[config.mk]
export PLATFORM = sky130hd
export DESIGN_NAME = cv32e40s_mpu_otc
export DESIGN_NICKNAME = d
export VERILOG_FILES = /design/src/rtl/cv32e40s_mpu_otc.sv
export SDC_FILE = /design/constraint.sdc
export NUM_CORES = 1
export LEC_CHECK = 0
export BUFFER_PORTS_ARGS = -buffer_cell sky130_fd_sc_hd__buf_2
export CAP_MARGIN = 20
export CORE_AREA = 2 2 39 41
export DETAILED_ROUTE_END_ITERATION = 7
export DIE_AREA = 0 0 41 43
export PLACE_DENSITY_LB_ADDON = 0.1
export SYNTH_ARGS = -nofsm -noshare
export SYNTH_HDL_FRONTEND = slang
export SYNTH_SLANG_ARGS = --single-unit
[constraint.sdc]
create_clock -name clk -period 3.5 [get_ports clk]
set_input_delay 0.7 -clock clk [delete_from_list [all_inputs] [get_ports clk]]
set_output_delay 0.7 -clock clk [all_outputs]
set_load 0.01 [all_outputs]
[src/rtl/cv32e40s_mpu_otc.sv]
// Outstanding-transaction tracker and MPU error responder between core and bus.
// Optional fault capture registers: define CV32E40S_MPU_ERR_CAPTURE_EN.
module cv32e40s_mpu_otc #(
  parameter int MAX_OUTSTANDING = 2,
  parameter int ADDR_W = 32,
  localparam int CW = $clog2(MAX_OUTSTANDING + 1)
) (
  input  logic              clk,
  input  logic              rst_n,
  input  logic              core_trans_valid_i,
  output logic              core_trans_ready_o,
  input  logic [ADDR_W-1:0] core_trans_addr_i,
  input  logic              core_trans_we_i,
  input  logic              pma_err_i,
  input  logic              pmp_err_i,
  input  logic              core_mpu_err_wait_i,
  output logic              bus_trans_valid_o,
  input  logic              bus_trans_ready_i,
  input  logic              bus_resp_valid_i,
  output logic              core_resp_valid_o,
  output logic [1:0]        core_resp_status_o,
  output logic              core_mpu_err_o,
  output logic [CW-1:0]     outstanding_o
`ifdef CV32E40S_MPU_ERR_CAPTURE_EN
  ,
  output logic [ADDR_W-1:0] err_addr_o,
  output logic              err_we_o,
  output logic              err_capture_valid_o,
  input  logic              err_clear_i
`endif
);

  typedef enum logic [1:0] {IDLE, WAIT, RESP} state_e;

  localparam logic [CW-1:0] CNT_MAX = CW'(MAX_OUTSTANDING);

  state_e        state_q;
  logic [CW-1:0] cnt_q;
  logic [CW-1:0] cnt_d;
  logic          err_we_q;
  logic          mpu_err;
  logic          acc;
  logic          full;
  logic          fault_acc;
  logic          bus_valid;
  logic          ready;

  assign mpu_err   = pma_err_i | pmp_err_i;
  assign full      = (cnt_q == CNT_MAX) & ~bus_resp_valid_i;
  assign fault_acc = (state_q == IDLE) & core_trans_valid_i & mpu_err;

  // Faulting requests are always accepted (never forwarded), even when full.
  always_comb begin
    bus_valid = 1'b0;
    ready     = 1'b0;
    if (state_q == IDLE && core_trans_valid_i) begin
      if (mpu_err) begin
        ready = 1'b1;
      end else begin
        bus_valid = ~full;
        ready     = bus_trans_ready_i & ~full;
      end
    end
  end

  assign acc = bus_valid & bus_trans_ready_i;

  always_comb begin
    cnt_d = cnt_q;
    if (acc && !bus_resp_valid_i) begin
      cnt_d = cnt_q + 1'b1;
    end else if (bus_resp_valid_i && !acc && cnt_q != '0) begin
      cnt_d = cnt_q - 1'b1;
    end
  end

  always_ff @(posedge clk or negedge rst_n) begin
    if (!rst_n) begin
      state_q  <= IDLE;
      cnt_q    <= '0;
      err_we_q <= 1'b0;
    end else begin
      cnt_q <= cnt_d;
      case (state_q)
        IDLE: begin
          if (fault_acc && core_mpu_err_wait_i) begin
            err_we_q <= core_trans_we_i;
            state_q  <= (cnt_d == '0) ? RESP : WAIT;
          end
        end
        WAIT:    if (cnt_d == '0) state_q <= RESP;
        RESP:    state_q <= IDLE;
        default: state_q <= IDLE;
      endcase
    end
  end

  // Handshake outputs are forced low while reset is held.
  assign core_trans_ready_o = rst_n & ready;
  assign bus_trans_valid_o  = rst_n & bus_valid;
  assign core_resp_valid_o  = rst_n & (bus_resp_valid_i | (state_q == RESP));
  assign core_resp_status_o = (state_q == RESP) ? (err_we_q ? 2'b10 : 2'b01) : 2'b00;
  assign core_mpu_err_o     = mpu_err;
  assign outstanding_o      = cnt_q;

`ifdef CV32E40S_MPU_ERR_CAPTURE_EN
  always_ff @(posedge clk or negedge rst_n) begin
    if (!rst_n) begin
      err_addr_o          <= '0;
      err_we_o            <= 1'b0;
      err_capture_valid_o <= 1'b0;
    end else if (fault_acc && (!err_capture_valid_o || err_clear_i)) begin
      err_addr_o          <= core_trans_addr_i;
      err_we_o            <= core_trans_we_i;
      err_capture_valid_o <= 1'b1;
    end else if (err_clear_i) begin
      err_capture_valid_o <= 1'b0;
    end
  end
`else
  logic unused_addr;
  assign unused_addr = ^core_trans_addr_i;
`endif

  resp_without_outstanding: assert property (
    @(posedge clk) disable iff (!rst_n) bus_resp_valid_i |-> (cnt_q != '0));

  mpu_resp_overlap: assert property (
    @(posedge clk) disable iff (!rst_n)
    (state_q == RESP) |-> (cnt_q == '0 && !bus_resp_valid_i));

endmodule

### After elaboration in Yosys (flattened, before gate mapping)

Index checks and enable logic that the tools add are counted.

| word-level totals | value |
|---|---|
| flip-flop bits (word level) | 5 |
| latch bits | 0 |
| RAM bits | 0 |
| ROM bits | 0 |
| input bits | 41 |
| output and inout bits | 8 |
| word-level logic and storage cells | 46 |
| memories | 0 |

| cells by class | value |
|---|---|
| add/subtract/negate cells | 2 |
| $mul | 0 |
| divide/modulo/power cells | 0 |
| $lt $le $gt $ge | 0 |
| equal/unequal tests | 5 |
| shift operators | 0 |
| mux-type cells | 12 |
| bitwise logic cells | 12 |
| reduce and logical (&&, ||, !) cells | 12 |

Operator list:

| cell | count |
|---|---|
| two-way mux 2 bit | 7 |
| bitwise AND 1 bit | 8 |
| logical AND 1 bit | 5 |
| equality test 2 bit, second input constant | 2 |
| logical NOT 2 bit | 2 |
| two-way mux 1 bit | 4 |
| one-hot mux 2 bit (2 select lines) | 1 |
| AND reduction 2 bit | 2 |
| adder 2 x 1 -> 2 bit, second input constant | 1 |
| equality test 2 x 1 -> 1 bit, second input constant | 1 |
| logical NOT 1 bit | 2 |
| inequality test 2 x 1 -> 1 bit, second input constant | 1 |
| inequality test 2 bit, second input constant | 1 |
| inverter 1 bit | 2 |
| bitwise OR 1 bit | 2 |
| nonzero test 2 bit | 1 |
| subtractor 2 x 1 -> 2 bit, second input constant | 1 |

### Logic depth before layout (Yosys ltp)

Gate-level depths: netlist of the first run.

| logic depth | value |
|---|---|
| depth in word-level cells | 15 |
| gate-level depth with buffers | 7 |
| gate-level depth less buffers | 7 |

### Least setup slack after synthesis of the first run

No wires, ideal clock.

| timing | value |
|---|---|
| kind | input to output |
| from | in core_trans_valid_i |
| to | out core_trans_ready_o |
| arrival | 1.210 ns |
| data required time | 2.800 ns |
| path slack | 1.590 ns |
| cell stages on the path | 3 |
| buffers on the path | 0 |
| cell sequence | nor3b_4 nand2_1 nor2_1 |

| between the ends | value |
|---|---|
| longest elaborated chain between the ends | 3 |

Ends and longest elaborated chain:

| what | RTL line | text |
|---|---|---|
| from (decl) | 10 | `input logic core_trans_valid_i,` |
| logical AND 1 bit | 56 | `if (state_q == IDLE && core_trans_valid_i) begin` |
| two-way mux 1 bit | 56 |  |
| bitwise AND 1 bit | 99 | `assign core_trans_ready_o = rst_n & ready;` |
| to (decl) | 11 | `output logic core_trans_ready_o,` |

No other way between the ends.

### Final worst setup path of the first run

Same ends and word-level chain as after synthesis.

==> flow_summary.toml, run 1 <==
[run_status]
status = "completed"

[synthesis]
yosys_warnings = 0
postSynthCellCount = 36
yosysSeqAreaShare_pct = 31.06
synth_most_common_cell = "dfrtp_1"
netlist_area_sq_um = 402.9
yosys-top-cells-area = "dfrtp_1, ha_1, mux2i_4"
synth_nets = 79
synth_cell_types = 26
synth_edf_count = 0
synthFlopType = "dfrtp_1"
yosys.area.top_type_share_pct = 31.06
async_flop_share_pct = 100.0
syn_area_per_cell_sq_um = 11.19
ys_seq_elements = 5
post-synth-top-area-cell = "dfrtp_1"

[timing]
tns_ns = 0
slew_headroom_pct = 78.73
timing.final.crit_share_pct = 59.96
drv_slew = 0
hold_violations = 0
max_slew.worst_pin.slew_ns = 0.3168
fin_skew_ns = 0.004682
max_freq_mhz = 476.5
setup_viol = 0
rsz0062_at_grt = "false"
final.min_clock_period_ns = 2.099

[power]
vdd_drop_max_mv = 0.3192
p_comb_share_pct = 57.5
p_sw_share_pct = 39.85
p_per_area_nw_per_um2 = 789.0
pwr-share-clk_pct = 15.9
internal-power_mw = 0.2512
power.switching_mw = 0.1664
pwr-share-seq_pct = 26.6
p_leak_nw = 0.2722

[drt]
drt_first_pass_iters = 2
final_antenna_net_count = 0
wire_per_inst_microns = 11.04
post_drt_via_cell_ratio = 4.431
dr_wl_met2_microns = 338
vias = 319
wl_met3_microns = 81
drc = 0
maxUsedRoutingLayer = "met4"
wirelength_microns = 795
drtIter0Drc = 1
m1WireLength_microns = 355

[finish]
final_util_pct = 38.25
nNetsFinal = 100
num-fill-cells = 143
synthToLayoutAreaGrowth_pct = 31.37
diodes = 0
ff_latch_area_sq_um = 125.1
layout-drive-gt1-share_pct = 53.57
stdcell_count = 72
multi_input_area_sq_um = 266.5

[setup_path]
path_cells = "buf_2 > nor3b_4 > nand2_1 > nor2_1 > buf_2"
cp.required_ns = 2.80
cp_top_family = "simple AND/OR/NAND/NOR gates"
cpPeakStageDelay_ns = 0.26
end_kind = "output pin"
path_max_fanout = 4
cp_data_arrival_time_ns = 1.40
cpMostUsedCell = "buf_2"
setup.worst_path.start_class = "input port"
reg2reg_depth = 7
crit_buf_inv = 2
critPathSlowestCell = "nor3b_4"
path_depth = 5
path_class = "in -> out"

[flow_run]
cap_violations = 0

[die]
coreArea_sq_um = 1384
num_rows = 14
fp.dieH_microns = 43
die-area_sq_um = 1763
start_util_pct = 29.11
io-pin-count = 49
die_x_microns = 41

[worst_hold_path]
hp-class = "in -> async"

[placement]
placed_cells = 68
port_buffers = 16
finalWeightedCongestion = 0.6217
place_hpwl_microns = 652.5

[clock_tree]
cts_resized = 0
cts_tree = "yes"
cts_buffers = 3
clk_path_buf_depth = 2
clk_pin_slew_ns = 0.04
clockRootBuffer = "clkbuf_4"
clock_latency_ns = 0.24
cts_max_level = 1
post_cts_buffers = 0
cts.sinks = 5
postCtsHoldBufs = 0

[grt]
first_global_vias = 338
antenna_found_initial = 0
grt_usage_pct = 10.92
grt_pass1_wl_mm = 1.317
grt_overflow_total = 0
grt_max_degree = 8
per-layer routing:
metal / GRT usage [%] / vias up
met5: 0 / -
met4: 6.000 / 0
met3: 4.188 / 3
met2: 16.88 / 15
met1: 12.17 / 136
li1: - / 165
layout make-up:
type	count	share of cell area [%]
clock buffers	4	4.965
inverters	3	2.128
multi-input cells	28	50.35
flip-flops and latches	5	23.64
well taps	16	3.783
repair buffers	16	15.13
cell usage in the layout (no fill, tap or decap), drive strengths merged, types with 2 or more instances in the layout:
cell,instances
mux2,2
clkbuf,4
ha,2
buf,16
mux2i,3
inv,3
nor2,3
dfrtp,5
nor2b,2
nand2,2
through the flow:
step	hold WS, ns	instance area (sq um)	setup slack (ns)	total power [mW]
6_report	0.2695	529.3	1.401	0.4176
5_1_grt	0.2767	529.3	1.310	0.4574
4_1_cts	0.2680	529.3	1.402	0.4254
3_5_place_dp	0.5304	503.0	1.408	0.3558
3_3_place_gp	0.5069	503.0	1.414	0.3454
2_1_floorplan	0.4044	402.9	1.590	0.2957
worst register-to-register path, stage by stage (launching register included):
cell and delay (ns):
dfrtp_1 0.36, inv_1 0.11, ha_1 0.21, nand2b_4 0.08, a41oi_2 0.19, mux2_4 0.33
mux2i_4 0.18, o21ba_1 0.14
state kept, by name (all words and copies together) (netlist names):
| name | flops |
|---|---|
| outstanding_o | 2 |
| state_q | 2 |
| err_we_q | 1 |
power groups by stage:
stage	logic, mW	clock network (mW)	registers (mW)
after floorplan	0.181	0	0.115
after CTS	0.245	0.0685	0.111
after detailed placement	0.244	0	0.112
final	0.240	0.0663	0.111
after global placement	0.234	0	0.111
after global routing	0.267	0.0732	0.117
path summary, 6_finish.rpt:
check	from	to	slack [ns]
worst max-delay path	core_trans_valid_i	core_trans_ready_o	1.40
worst min-delay path	rst_n	state_q[0]	0.27
worst max register to register	outstanding_o[0]	state_q[0]	1.84
worst min register to register	err_we_q	err_we_q	0.53
max in group asynchronous	rst_n	outstanding_o[0]	3.08
min in group clk	err_we_q	err_we_q	0.53
kinds of logic after synthesis:
| kind of cell | share of synthesized area [%] |
|---|---|
| muxes | 17.08 |
| xor gates and xnor gates | 2.174 |
| adders and majority gates | 6.210 |
| and+or+nand+nor | 29.50 |
| buffers and inverters | 2.795 |
| DFF | 31.06 |
| AOI/OAI and AO/OA | 11.18 |
(Power assumes the default switching activity.)
==> run 2: changes to the inputs <==
--- a/config.mk
+++ b/config.mk
@@ -7,9 +7,9 @@
 export LEC_CHECK = 0
 export BUFFER_PORTS_ARGS = -buffer_cell sky130_fd_sc_hd__buf_2
 export CAP_MARGIN = 20
-export CORE_AREA = 2 2 39 41
+export CORE_MARGIN = 1.5
+export CORE_UTILIZATION = 28
 export DETAILED_ROUTE_END_ITERATION = 7
-export DIE_AREA = 0 0 41 43
 export PLACE_DENSITY_LB_ADDON = 0.1
 export SYNTH_ARGS = -nofsm -noshare
 export SYNTH_HDL_FRONTEND = slang
==> constraint.sdc (replaced) <==
create_clock -name clk -period 1.8 [get_ports clk]
set_input_delay 0.36 -clock clk [delete_from_list [all_inputs] [get_ports clk]]
set_output_delay 0.36 -clock clk [all_outputs]
set_load 0.01 [all_outputs]
==> run 2 against run 1 <==
Utilization up 3.3 points. Sequential power up 95%. Sequential share of layout area down 0.76 points. Critical path type unchanged. Critical endpoint unchanged.
==> flow_summary.toml, run 2 (same netlist as run 1, synthesis figures left out) <==
[power]
pwr-share-clk_pct = 15.6
p_leak_nw = 0.2768
vdd_drop_max_mv = 0.6791
p_total_mw = 0.8282
p_comb_share_pct = 58.2
internal-power_mw = 0.4948
power.switching_mw = 0.3334
pwr-share-seq_pct = 26.3
p_sw_share_pct = 40.26
p_per_area_nw_per_um2 = 1515

[placement]
place_area_sq_um = 501.7
port_buffers = 16
place_hpwl_microns = 678.6
dp_slack_ns = 0.1085
finalWeightedCongestion = 0.6705

[setup_path]
setup.worst_path.start_class = "input port"
worst_setup_path_startpoint = "rst_n"
crit_buf_inv = 3
end_kind = "output pin"
reg2reg_depth = 7
cpPeakStageDelay_ns = 0.54
cp.required_ns = 1.44
path_cells = "dlygate4sd3_1 > buf_6 > nand2_1 > nor2_1 > buf_2"
r2r_start = "outstanding_o[0]"
path_max_fanout = 7
critPathSlowestCell = "dlygate4sd3_1"
path_class = "in -> out"
path_depth = 5
ff2ff_setup_slack_ns = 0.17
cp_top_family = "buffers and inverters"
cp_data_arrival_time_ns = 1.34
cp-endpoint = "core_trans_ready_o"
r2r_end = "state_q[0]"

[drt]
wire_per_inst_microns = 11.29
post_drt_via_cell_ratio = 4.583
drt_first_pass_iters = 2
wirelength_microns = 813
drc = 0
drtIter0Drc = 2
vias = 330
final_antenna_net_count = 0

[finish]
final_common_cell = "buf_2"
diodes = 0
synthToLayoutAreaGrowth_pct = 35.71
final_util_pct = 41.50
design_area_sq_um = 546.8
nNetsFinal = 101
mostFrequentLayoutCells = "buf_2, dfrtp_1, clkbuf_4"
layout-drive-gt1-share_pct = 56.14

[clock_tree]
cts.sinks = 5
clock_latency_ns = 0.24
cts_buffers = 3
clockRootBuffer = "clkbuf_4"
post_cts_buffers = 0
clk_pin_slew_ns = 0.05
cts_tree = "yes"
clk_path_buf_depth = 2
cts_max_level = 1

[die]
num_rows = 13
io-pin-count = 49
fp.dieH_microns = 40.93
die-area_sq_um = 1675
die_x_microns = 40.93
coreArea_sq_um = 1318
start_util_pct = 30.58

[worst_hold_path]
hp-class = "in -> reg"

[grt]
grt_max_degree = 8
antenna_found_initial = 0
grt_pass1_wl_mm = 1.297
grt_usage_pct = 11.98
grt_overflow_total = 0
first_global_vias = 324

[timing]
drv_slew = 0
rsz0062_at_grt = "false"
final.min_clock_period_ns = 1.701
slew_headroom_pct = 76.08
fin_skew_ns = 0.007595
hold_violations = 0
tns_ns = 0
fin_ws_ns = 0.09872
max_freq_mhz = 587.8
max_slew.worst_pin.slew_ns = 0.3562
setup_viol = 0
timing.final.crit_share_pct = 94.52

[run_status]
status = "completed"

[flow_run]
cap_violations = 0
-- run 2: changes by cell type in the layout (fill, tap and decap cells not counted) --
cell,delta
inv_2,+1
dlygate4sd3_1,+1
buf_6,+1
buf_2,-1
ha_2,+1
inv_1,-1
ha_1,-1
-- run 2: worst min path at each step --
stage,startpoint,to,slack [ns],cells past startpoint
finish,core_trans_we_i,err_we_q,0.35,2
global route,core_trans_we_i,err_we_q,0.34,2
floorplan,rst_n,err_we_q,0.06,0
global placement,rst_n,state_q[0],0.19,1
CTS,core_trans_we_i,err_we_q,0.34,2
detailed placement,rst_n,state_q[1],0.20,1
-- run 2: layer usage --
| layer | GRT usage, % | wire (microns) | up-vias |
|---|---|---|---|
| li1 | - | - | 169 |
| met1 | 12.62 | 325 | 151 |
| met2 | 21.88 | 431 | 10 |
| met3 | 3.261 | 56 | 0 |
| met4 | 5.000 | 0 | 0 |
| met5 | 0 | 0 | - |
-- run 2: worst register-to-register path, stage by stage (launching register included) --
cell      delay (ns)
dfrtp_1         0.37
inv_2           0.08
ha_2            0.20
nand2b_4        0.07
a41oi_2         0.20
mux2_4          0.33
mux2i_4         0.18
o21ba_1         0.14
-- run 2: final cells by class --
type | count | area [sq um]
well taps | 15 | 18.77
fillers | 138 | 770.7
clock buffers | 4 | 26.28
inverters | 3 | 11.26
multi-input cells | 28 | 269.0
flip-flops and latches | 5 | 125.1
repair buffers | 17 | 96.34
-- run 2: power groups by stage --
stage	Combinational, mW	Clock [mW]	Sequential, mW
final	0.482	0.129	0.217
after global routing	0.533	0.145	0.225
after CTS	0.485	0.137	0.215
after detailed placement	0.482	0	0.216
after global placement	0.453	0	0.215
after floorplan	0.351	0	0.224
-- run 2: what timing repair did --
action / CTS / global route
setup endpoints to repair: 0 / 2
hold buffers: 1 / 0
resized for setup: 0 / 5
endpoints found under the hold margin: 5 / 0
-- run 2: stage by stage --
stage,instances,hold slack (ns)
2_1_floorplan,36,0.06441
6_report,72,0.3465
5_1_grt,72,0.3427
3_5_place_dp,67,0.1962
4_1_cts,72,0.3407
3_3_place_gp,67,0.1926
